## config.mk

```make
export PLATFORM = sky130hd
export DESIGN_NAME = ky32_regfile8_flat
export DESIGN_NICKNAME = d
export VERILOG_FILES = /design/src/rtl/ky32_pkg.sv /design/src/rtl/ky32_regfile8_if.sv /design/src/rtl/ky32_onehot_chk.sv /design/src/rtl/ky32_regfile8.sv /design/src/flat_wrapper.sv
export SDC_FILE = /design/constraint.sdc
export NUM_CORES = 1
export LEC_CHECK = 0
export CORE_ASPECT_RATIO = 1.75
export CORE_UTILIZATION = 59
export DETAILED_ROUTE_END_ITERATION = 8
export HOLD_SLACK_MARGIN = 0.1
export PLACE_DENSITY = 0.89
export SLEW_MARGIN = 20
export SYNTH_ARGS = -nofsm -noshare
export SYNTH_HDL_FRONTEND = slang
export SYNTH_HIERARCHICAL = 1
export SYNTH_SLANG_ARGS = --single-unit
```

## constraint.sdc

```tcl
create_clock -name clk -period 5.51 [get_ports clk]
set_input_delay 1.3775 -clock clk [delete_from_list [all_inputs] [get_ports clk]]
set_output_delay 1.3775 -clock clk [all_outputs]
set_load 0.01 [all_outputs]
```

## src/rtl/ky32_pkg.sv

```systemverilog
// Shared KY32 datapath types: word/index typedefs and the register-bank FSM states.
package ky32_pkg;

    localparam int unsigned KY32_WIDTH = 32;
    localparam int unsigned KY32_NREG  = 8;

    typedef logic [2:0]            reg_idx_t;
    typedef logic [KY32_WIDTH-1:0] ky32_word_t;

    typedef enum logic [0:0] {
        RF_IDLE,
        RF_CLEAR
    } rf_state_t;

endpackage

```

## src/rtl/ky32_regfile8_if.sv

```systemverilog
// Register-bank bus: write strobe/data, two read ports and the clear handshake.
interface ky32_regfile8_if
    import ky32_pkg::*;
#(
    parameter int unsigned WIDTH = KY32_WIDTH
);
    logic [KY32_NREG-1:0] wr_sel;
    logic [WIDTH-1:0]     wr_data;
    reg_idx_t             rd_addr_a;
    reg_idx_t             rd_addr_b;
    logic [WIDTH-1:0]     rd_data_a;
    logic [WIDTH-1:0]     rd_data_b;
    logic                 clr_req;
    logic                 clr_busy;
    logic                 clr_done;
    logic                 sel_err;

    modport master (
        output wr_sel, wr_data, rd_addr_a, rd_addr_b, clr_req,
        input  rd_data_a, rd_data_b, clr_busy, clr_done, sel_err
    );

    modport slave (
        input  wr_sel, wr_data, rd_addr_a, rd_addr_b, clr_req,
        output rd_data_a, rd_data_b, clr_busy, clr_done, sel_err
    );

endinterface

```

## src/rtl/ky32_onehot_chk.sv

```systemverilog
// Classifies the decoder write strobe: zero, exactly one-hot, and the encoded index.
module ky32_onehot_chk
    import ky32_pkg::*;
(
    input  logic [KY32_NREG-1:0] sel,
    output logic                 is_onehot,
    output logic                 is_zero,
    output reg_idx_t             idx
);

    always_comb begin
        is_zero   = (sel == '0);
        // Clearing the lowest set bit leaves zero only for a single-bit vector.
        is_onehot = !is_zero && ((sel & (sel - KY32_NREG'(1))) == '0);
        idx       = '0;
        for (int k = 0; k < KY32_NREG; k++) begin
            if (sel[k]) idx = reg_idx_t'(k);
        end
    end

endmodule

```

## src/rtl/ky32_regfile8.sv

```systemverilog
// 8-entry register bank with one-hot writes, two async read ports and sequenced clear.
// Optional write-through bypass on the read ports when KY32_RF_BYPASS_EN is defined.
module ky32_regfile8
    import ky32_pkg::*;
#(
    parameter int unsigned WIDTH = KY32_WIDTH,
    parameter int unsigned DEPTH = KY32_NREG
) (
    input  logic                   clk,
    input  logic                   rst_n,
    ky32_regfile8_if.slave         bus
);

    if (DEPTH != KY32_NREG) begin : g_depth_chk
        $error("ky32_regfile8: DEPTH must equal the decoder width (8)");
    end

    rf_state_t        state_q, state_d;
    reg_idx_t         clr_idx_q, clr_idx_d;
    logic             done_q, done_d;
    logic             err_q, err_d;
    logic             wr_en, clr_en;
    logic             is_onehot, is_zero;
    reg_idx_t         wr_idx;
    logic [WIDTH-1:0] mem_q [DEPTH];

    ky32_onehot_chk u_onehot_chk (
        .sel       (bus.wr_sel),
        .is_onehot (is_onehot),
        .is_zero   (is_zero),
        .idx       (wr_idx)
    );

    always_comb begin
        state_d   = state_q;
        clr_idx_d = clr_idx_q;
        done_d    = 1'b0;
        err_d     = 1'b0;
        wr_en     = 1'b0;
        clr_en    = 1'b0;
        unique case (state_q)
            RF_IDLE: begin
                wr_en = is_onehot;
                err_d = !is_zero && !is_onehot;
                if (bus.clr_req) begin
                    state_d   = RF_CLEAR;
                    clr_idx_d = '0;
                end
            end
            RF_CLEAR: begin
                clr_en    = 1'b1;
                clr_idx_d = clr_idx_q + 3'd1;
                if (clr_idx_q == reg_idx_t'(DEPTH - 1)) begin
                    state_d = RF_IDLE;
                    done_d  = 1'b1;
                end
            end
            default: state_d = RF_IDLE;
        endcase
    end

    always_ff @(posedge clk) begin
        if (!rst_n) begin
            state_q   <= RF_IDLE;
            clr_idx_q <= '0;
            done_q    <= 1'b0;
            err_q     <= 1'b0;
        end else begin
            state_q   <= state_d;
            clr_idx_q <= clr_idx_d;
            done_q    <= done_d;
            err_q     <= err_d;
        end
    end

    always_ff @(posedge clk) begin
        if (!rst_n) begin
            for (int k = 0; k < DEPTH; k++) mem_q[k] <= '0;
        end else begin
            if (wr_en)  mem_q[wr_idx]    <= bus.wr_data;
            if (clr_en) mem_q[clr_idx_q] <= '0;
        end
    end

`ifdef KY32_RF_BYPASS_EN
    // wr_en already implies IDLE and a one-hot strobe.
    assign bus.rd_data_a = (wr_en && bus.rd_addr_a == wr_idx) ? bus.wr_data : mem_q[bus.rd_addr_a];
    assign bus.rd_data_b = (wr_en && bus.rd_addr_b == wr_idx) ? bus.wr_data : mem_q[bus.rd_addr_b];
`else
    assign bus.rd_data_a = mem_q[bus.rd_addr_a];
    assign bus.rd_data_b = mem_q[bus.rd_addr_b];
`endif

    assign bus.clr_busy = (state_q == RF_CLEAR);
    assign bus.clr_done = done_q;
    assign bus.sel_err  = err_q;

endmodule
```

## src/flat_wrapper.sv

```systemverilog
// flat-port wrapper written by rule: the top's interface ports become plain ports
module ky32_regfile8_flat import ky32_pkg::*;
#(
    parameter int unsigned WIDTH = KY32_WIDTH,
    parameter int unsigned DEPTH = KY32_NREG
)
  (clk, rst_n, bus_wr_sel, bus_wr_data, bus_rd_addr_a, bus_rd_addr_b, bus_clr_req, bus_rd_data_a, bus_rd_data_b, bus_clr_busy, bus_clr_done, bus_sel_err);
  ky32_regfile8_if #(.WIDTH(WIDTH)) bus_i ();
  input  logic clk;
  input  logic rst_n;
  input wire logic [$bits(bus_i.wr_sel)-1:0] bus_wr_sel;
  input wire logic [$bits(bus_i.wr_data)-1:0] bus_wr_data;
  input wire logic [$bits(bus_i.rd_addr_a)-1:0] bus_rd_addr_a;
  input wire logic [$bits(bus_i.rd_addr_b)-1:0] bus_rd_addr_b;
  input wire logic [$bits(bus_i.clr_req)-1:0] bus_clr_req;
  output wire logic [$bits(bus_i.rd_data_a)-1:0] bus_rd_data_a;
  output wire logic [$bits(bus_i.rd_data_b)-1:0] bus_rd_data_b;
  output wire logic [$bits(bus_i.clr_busy)-1:0] bus_clr_busy;
  output wire logic [$bits(bus_i.clr_done)-1:0] bus_clr_done;
  output wire logic [$bits(bus_i.sel_err)-1:0] bus_sel_err;
  assign bus_i.wr_sel = bus_wr_sel;
  assign bus_i.wr_data = bus_wr_data;
  assign bus_i.rd_addr_a = bus_rd_addr_a;
  assign bus_i.rd_addr_b = bus_rd_addr_b;
  assign bus_i.clr_req = bus_clr_req;
  assign bus_rd_data_a = bus_i.rd_data_a;
  assign bus_rd_data_b = bus_i.rd_data_b;
  assign bus_clr_busy = bus_i.clr_busy;
  assign bus_clr_done = bus_i.clr_done;
  assign bus_sel_err = bus_i.sel_err;
  ky32_regfile8 #(.WIDTH(WIDTH), .DEPTH(DEPTH)) u_core (.clk(clk), .rst_n(rst_n), .bus(bus_i));
endmodule
```

# ---- Word-level counts from Yosys, hierarchy flattened
# Memories as Yosys holds them, arrays and structs flattened.
# Cells that the tools add are included.
dict set report classes {
  addsub 2
  multipliers 0
  n_div 0
  magnitude_cmp 0
  eq_ne 2
  n_shift 0
  muxes 28
  n_bitwise 3
  n_reduce_logical 10
}
# operator count
set ops {}
lappend ops {{32-bit two-way mux} 2}
lappend ops {{32-bit OR reduction} 2}
lappend ops {{3-bit two-way mux} 9}
lappend ops {{8-bit zero test} 2}
lappend ops {{1-bit two-way mux} 15}
lappend ops {{8-bit bitwise AND} 1}
lappend ops {{8-bit by 1-bit subtractor with 8-bit output, second input constant} 1}
lappend ops {{3-bit one-hot mux with 2 select lines} 1}
lappend ops {{3-bit by 1-bit adder with 3-bit output, second input constant} 1}
lappend ops {{3-bit == test, second input constant} 1}
lappend ops {{1-bit logical AND} 2}
lappend ops {{1-bit zero test} 2}
lappend ops {{2-bit inequality test, second input constant} 1}
lappend ops {{1-bit NOT} 2}
lappend ops {{1-bit one-hot mux with 2 select lines} 1}
lappend ops {{2-bit AND reduction} 1}
lappend ops {{2-bit OR reduction} 1}
dict set report word_totals {
  regBits 6
  latchBits 0
  ram_bits 256
  rom_bits 0
  output_inout_bits 67
  memories 1
}
# name depth width read_ports rd_ports_with_merged_regs wr line_no
set mem_list {}
lappend mem_list {u_core.mem_q 8 32 2 0 8 ky32_regfile8.sv:25} ;# logic [WIDTH-1:0] mem_q [DEPTH];

# ---- Depth between registers and ports, before layout
# Gate-level depths: netlist of the first run.
dict set report depth {
  depth_word 11
  ltp_mapped 9
  depth_no_buf 7
}

# ---- Hierarchy
# Netlist of the first run, hierarchy kept.
# mod n_inst cells_per_inst area_each_um2 seq_area_each_um2
set by_module_without_submodules {}
lappend by_module_without_submodules {ky32_regfile8 1 941 14054.7 7807.5}
lappend by_module_without_submodules {ky32_onehot_chk 1 19 128.9 0.0}

# ---- Worst setup path after synthesis of the first run
# Ideal clock, no wire load.
dict set report synth_path {
  kind {input to register}
  startpoint {input bus_wr_sel[4]}
  endpoint {memory u_core/mem_q[2][0] (netlist bit), enable pin}
  setup_time_ns 0.466
  arrival_time_ns 4.716
  t_required_ns 5.044
  setup_slack_ns 0.328
  path_stages 8
  path_cell_list {nor2_1 > o21ai_0 > nand2_1 > nor2b_1 > clkbuf_2 > a21oi_2 > buf_2 > o21ai_0}
}
# item line_no
set synth_rtl {}
lappend synth_rtl {{start, declared} flat_wrapper.sv:11} ;# input wire logic [$bits(bus_i.wr_sel)-1:0] bus_wr_sel;
lappend synth_rtl {{end, declared} ky32_regfile8.sv:25}

# ---- Final worst setup path of the first run
dict set report layout_path {
  startpoint {input bus_rd_addr_a[2]}
  endpoint {output bus_rd_data_a[10]}
}
dict set report layout_via {
  elab_chain_len 1
}
# item line_no
set layout_rtl {}
lappend layout_rtl {{start, declared} flat_wrapper.sv:13} ;# input wire logic [$bits(bus_i.rd_addr_a)-1:0] bus_rd_addr_a;
lappend layout_rtl {{memory 8 x 32 bit} n/a}
lappend layout_rtl {{end, declared} flat_wrapper.sv:16} ;# output wire logic [$bits(bus_i.rd_data_a)-1:0] bus_rd_data_a;
# Every way passes these cells.

==> results.sh, run 1 <==
export IMPL_ios=116
export IMPL_r2r_setup_slack_ns=2.83
export IMPL_cts_buffer_depth=3
export IMPL_final_cell_mix="edfxtp_1 (256), nor2_1 (183), clkdlybuf4s50_1 (109)"
export IMPL_seqPwrFrac_pct=50.1
export IMPL_grt_overflow_total=0
export IMPL_fin_worst_skew_ns=0.00961
export IMPL_end_kind="output port"
export IMPL_cts_tree="done"
export IMPL_ant_nets=0
export IMPL_max_slew_worst_pin_slew_ns=0.798
export IMPL_power_switching_w=0.00111
export IMPL_yosysWarningCount=6
export IMPL_syn_area_um2=14200
export IMPL_outcome="completed"
export IMPL_hp_class="flop to flop"
export IMPL_clkPwrFrac_pct=34.3
export IMPL_wl_per_cell_um=27.9
export IMPL_final_common_cell="edfxtp_1"
export IMPL_fin_cells=1366
export IMPL_finalWorstSetupSlack_ns=0.685
export IMPL_routabilityCongestion=0.783
export IMPL_required_ns=4.13
export IMPL_grt_usage_pct=31.6
export IMPL_netlist_instances=960
export IMPL_grt_pass1_wl_um=58100
export IMPL_numClockSinks=262
export IMPL_drive_gt1_share_pct=19.8
export IMPL_finalHoldViolations=0
export IMPL_fillCellCount=1388
export IMPL_worstPathMaxFanout=22
export IMPL_fin_crit_ns=4.83
export IMPL_maxClockFrequency_mhz=207
export IMPL_portBuffers=115
export IMPL_power_leakage_nw=5.91
export IMPL_fp_dieH_um=207
export IMPL_holdWs_ns=0.539
export IMPL_drc=0
export IMPL_vias=9705
export IMPL_holdBufCountCts=0
export IMPL_powerDensity_nw_per_um2=283
export IMPL_drv_cap=0
export IMPL_synth_yosys_seq_area_share_pct=55.0
export IMPL_finalCritPeriodShare_pct=87.6
export IMPL_initial_core_util_pct=60.5
export IMPL_peakVddDrop_mv=0.196
export IMPL_cts_resized=0
export IMPL_synth_fp_nets=1011
export IMPL_post_cts_buffers=0
export IMPL_synth_edf_count=256
export IMPL_async_flop_share_pct=0
export IMPL_fp_dieW_um=119
export IMPL_numCtsBuffers=23
export IMPL_slew_headroom_pct=46.6
export IMPL_clock_latency_ns=0.52
export IMPL_placed_cells=1326
export IMPL_slew_violations=0
export IMPL_critPathArrivalTime_ns=3.45
export IMPL_grt_pass1_vias=10300
export IMPL_ys_types=44
export IMPL_dieArea_um2=24700
export IMPL_antenna_cells=0
export IMPL_criticalPathCategory="input port to output port"
export IMPL_h_tree_depth=1
export IMPL_final_nets=1098
export IMPL_post_route_util_pct=70.4
export IMPL_drt_wl_total_um=38100
export IMPL_intPower_w=0.00354
export IMPL_tns_ns=0
export IMPL_hpwl_um=22900
export IMPL_dp_worst_setup_slack_ns=0.733
export IMPL_grt_max_degree=73
export IMPL_clk_pin_slew_ns=0.05
export IMPL_areaGrowthSynthToFinish_pct=16.2
export IMPL_cp_start_kind="input port"
export IMPL_setup_viol=0
export IMPL_core_area_um2=23400
export IMPL_synth_avg_cell_area_um2=14.8
export IMPL_viasPerCell=7.10
export IMPL_swShare_pct=23.9
export IMPL_antenna_found_initial=0
export IMPL_synth_seq_cells=262
export IMPL_first_iter_violations=1109
export IMPL_first_pass_iters=5
export IMPL_rows=74
export IMPL_synthFlopType="edfxtp_1"
export IMPL_rsz0062_at_grt="false"
export IMPL_cts_root_buf="clkbuf_16"
export IMPL_combPwrFrac_pct=15.6
-- sequential cells by signal (all words and copies together), names as in the netlist --
signal / count
u_core/bus.clr_busy: 1
u_core/bus.sel_err: 1
u_core/mem_q: 256
u_core/clr_idx_q: 3
u_core/bus.clr_done: 1
-- metal layers --
metal / up-vias / wire, um / GRT usage, %
li1: 4008 / - / -
met1: 4746 / 12200 / 37.7
met2: 767 / 19500 / 53.4
met3: 184 / 3980 / 4.54
met4: 0 / 2330 / 20.4
met5: - / 0 / 0
-- worst max-delay path, stage by stage --
cell and delay (ns):
buf_2 0.44, buf_4 0.44, mux4_2 0.39, mux2_2 0.30, clkdlybuf4s50_1 0.48
-- cells in the mapped netlist (6+ instances only) --
cell      instances  area (um^2)
o21ai_0           9         45.0
clkbuf_1         12         45.0
nand2_1          36          135
mux2_2           63          709
nor3_1           81          405
buf_6            14          158
buf_2            47          235
mux4_1           80         2100
dfxtp_1           6          120
a21oi_1           6         30.0
edfxtp_1        256         7690
nand3_1          63          315
buf_1            14         52.6
mux4_2           48         1080
nor2_1          183          687
-- stage by stage --
step	area (um^2)	total power, W
global route	16500	0.00477
global placement	15800	0.00306
detailed placement	15800	0.00309
CTS	16500	0.00466
floorplan	14200	0.00277
finish	16500	0.00466
-- cell families after synthesis --
logic type | count (synthesis) | share of synthesized area (%)
simple gates | 385 | 12.2
buf+inv | 91 | 3.61
xor+xnor | 1 | 0.0618
mux | 192 | 27.5
compound gates | 27 | 1.37
flops | 262 | 55.0
fa+ha+maj | 2 | 0.176
-- area by class of cell --
cell class / instances / area, um^2 / share of cell area, %
Sequential cell: 262 / 7810 / 47.4
Tap cell: 304 / 380 / 2.31
Inverter: 1 / 3.75 / 0.0228
Timing Repair Buffer: 152 / 1570 / 9.50
Clock buffer: 28 / 594 / 3.60
Clock inverter: 12 / 138 / 0.835
Multi-Input combinational cell: 607 / 6000 / 36.4
-- path summary, 6_finish.rpt --
kind / startpoint / cells after the start / endpoint
worst max-delay path: bus_rd_addr_a[2] / 5 / bus_rd_data_a[10]
worst min register to register: u_core/clr_idx_q[0] / 2 / u_core/clr_idx_q[0]
worst max register to register: u_core/bus.clr_busy / 5 / u_core/mem_q[6][11]
worst min-delay path: u_core/clr_idx_q[0] / 2 / u_core/clr_idx_q[0]
-- power by group through the flow --
stage,logic (W),registers [W],clock network (W)
6_report,0.000728,0.00233,0.00160
5_1_grt,0.000756,0.00234,0.00167
4_1_cts,0.000722,0.00233,0.00160
3_5_place_dp,0.000716,0.00237,0
3_3_place_gp,0.000702,0.00236,0
2_1_floorplan,0.000417,0.00235,0
No activity file was read; power rests on OpenSTA's default activity.
==> inputs of run 2 (changes only) <==
--- a/config.mk
+++ b/config.mk
@@ -10,6 +10,7 @@
 export DETAILED_ROUTE_END_ITERATION = 8
 export HOLD_SLACK_MARGIN = 0.1
 export PLACE_DENSITY = 0.89
+export SETUP_SLACK_MARGIN = 0.15
 export SLEW_MARGIN = 20
 export SYNTH_ARGS = -nofsm -noshare
 export SYNTH_HDL_FRONTEND = slang
==> results of run 2 <==
Final layout, timing and power as in run 1 (identical DEF).
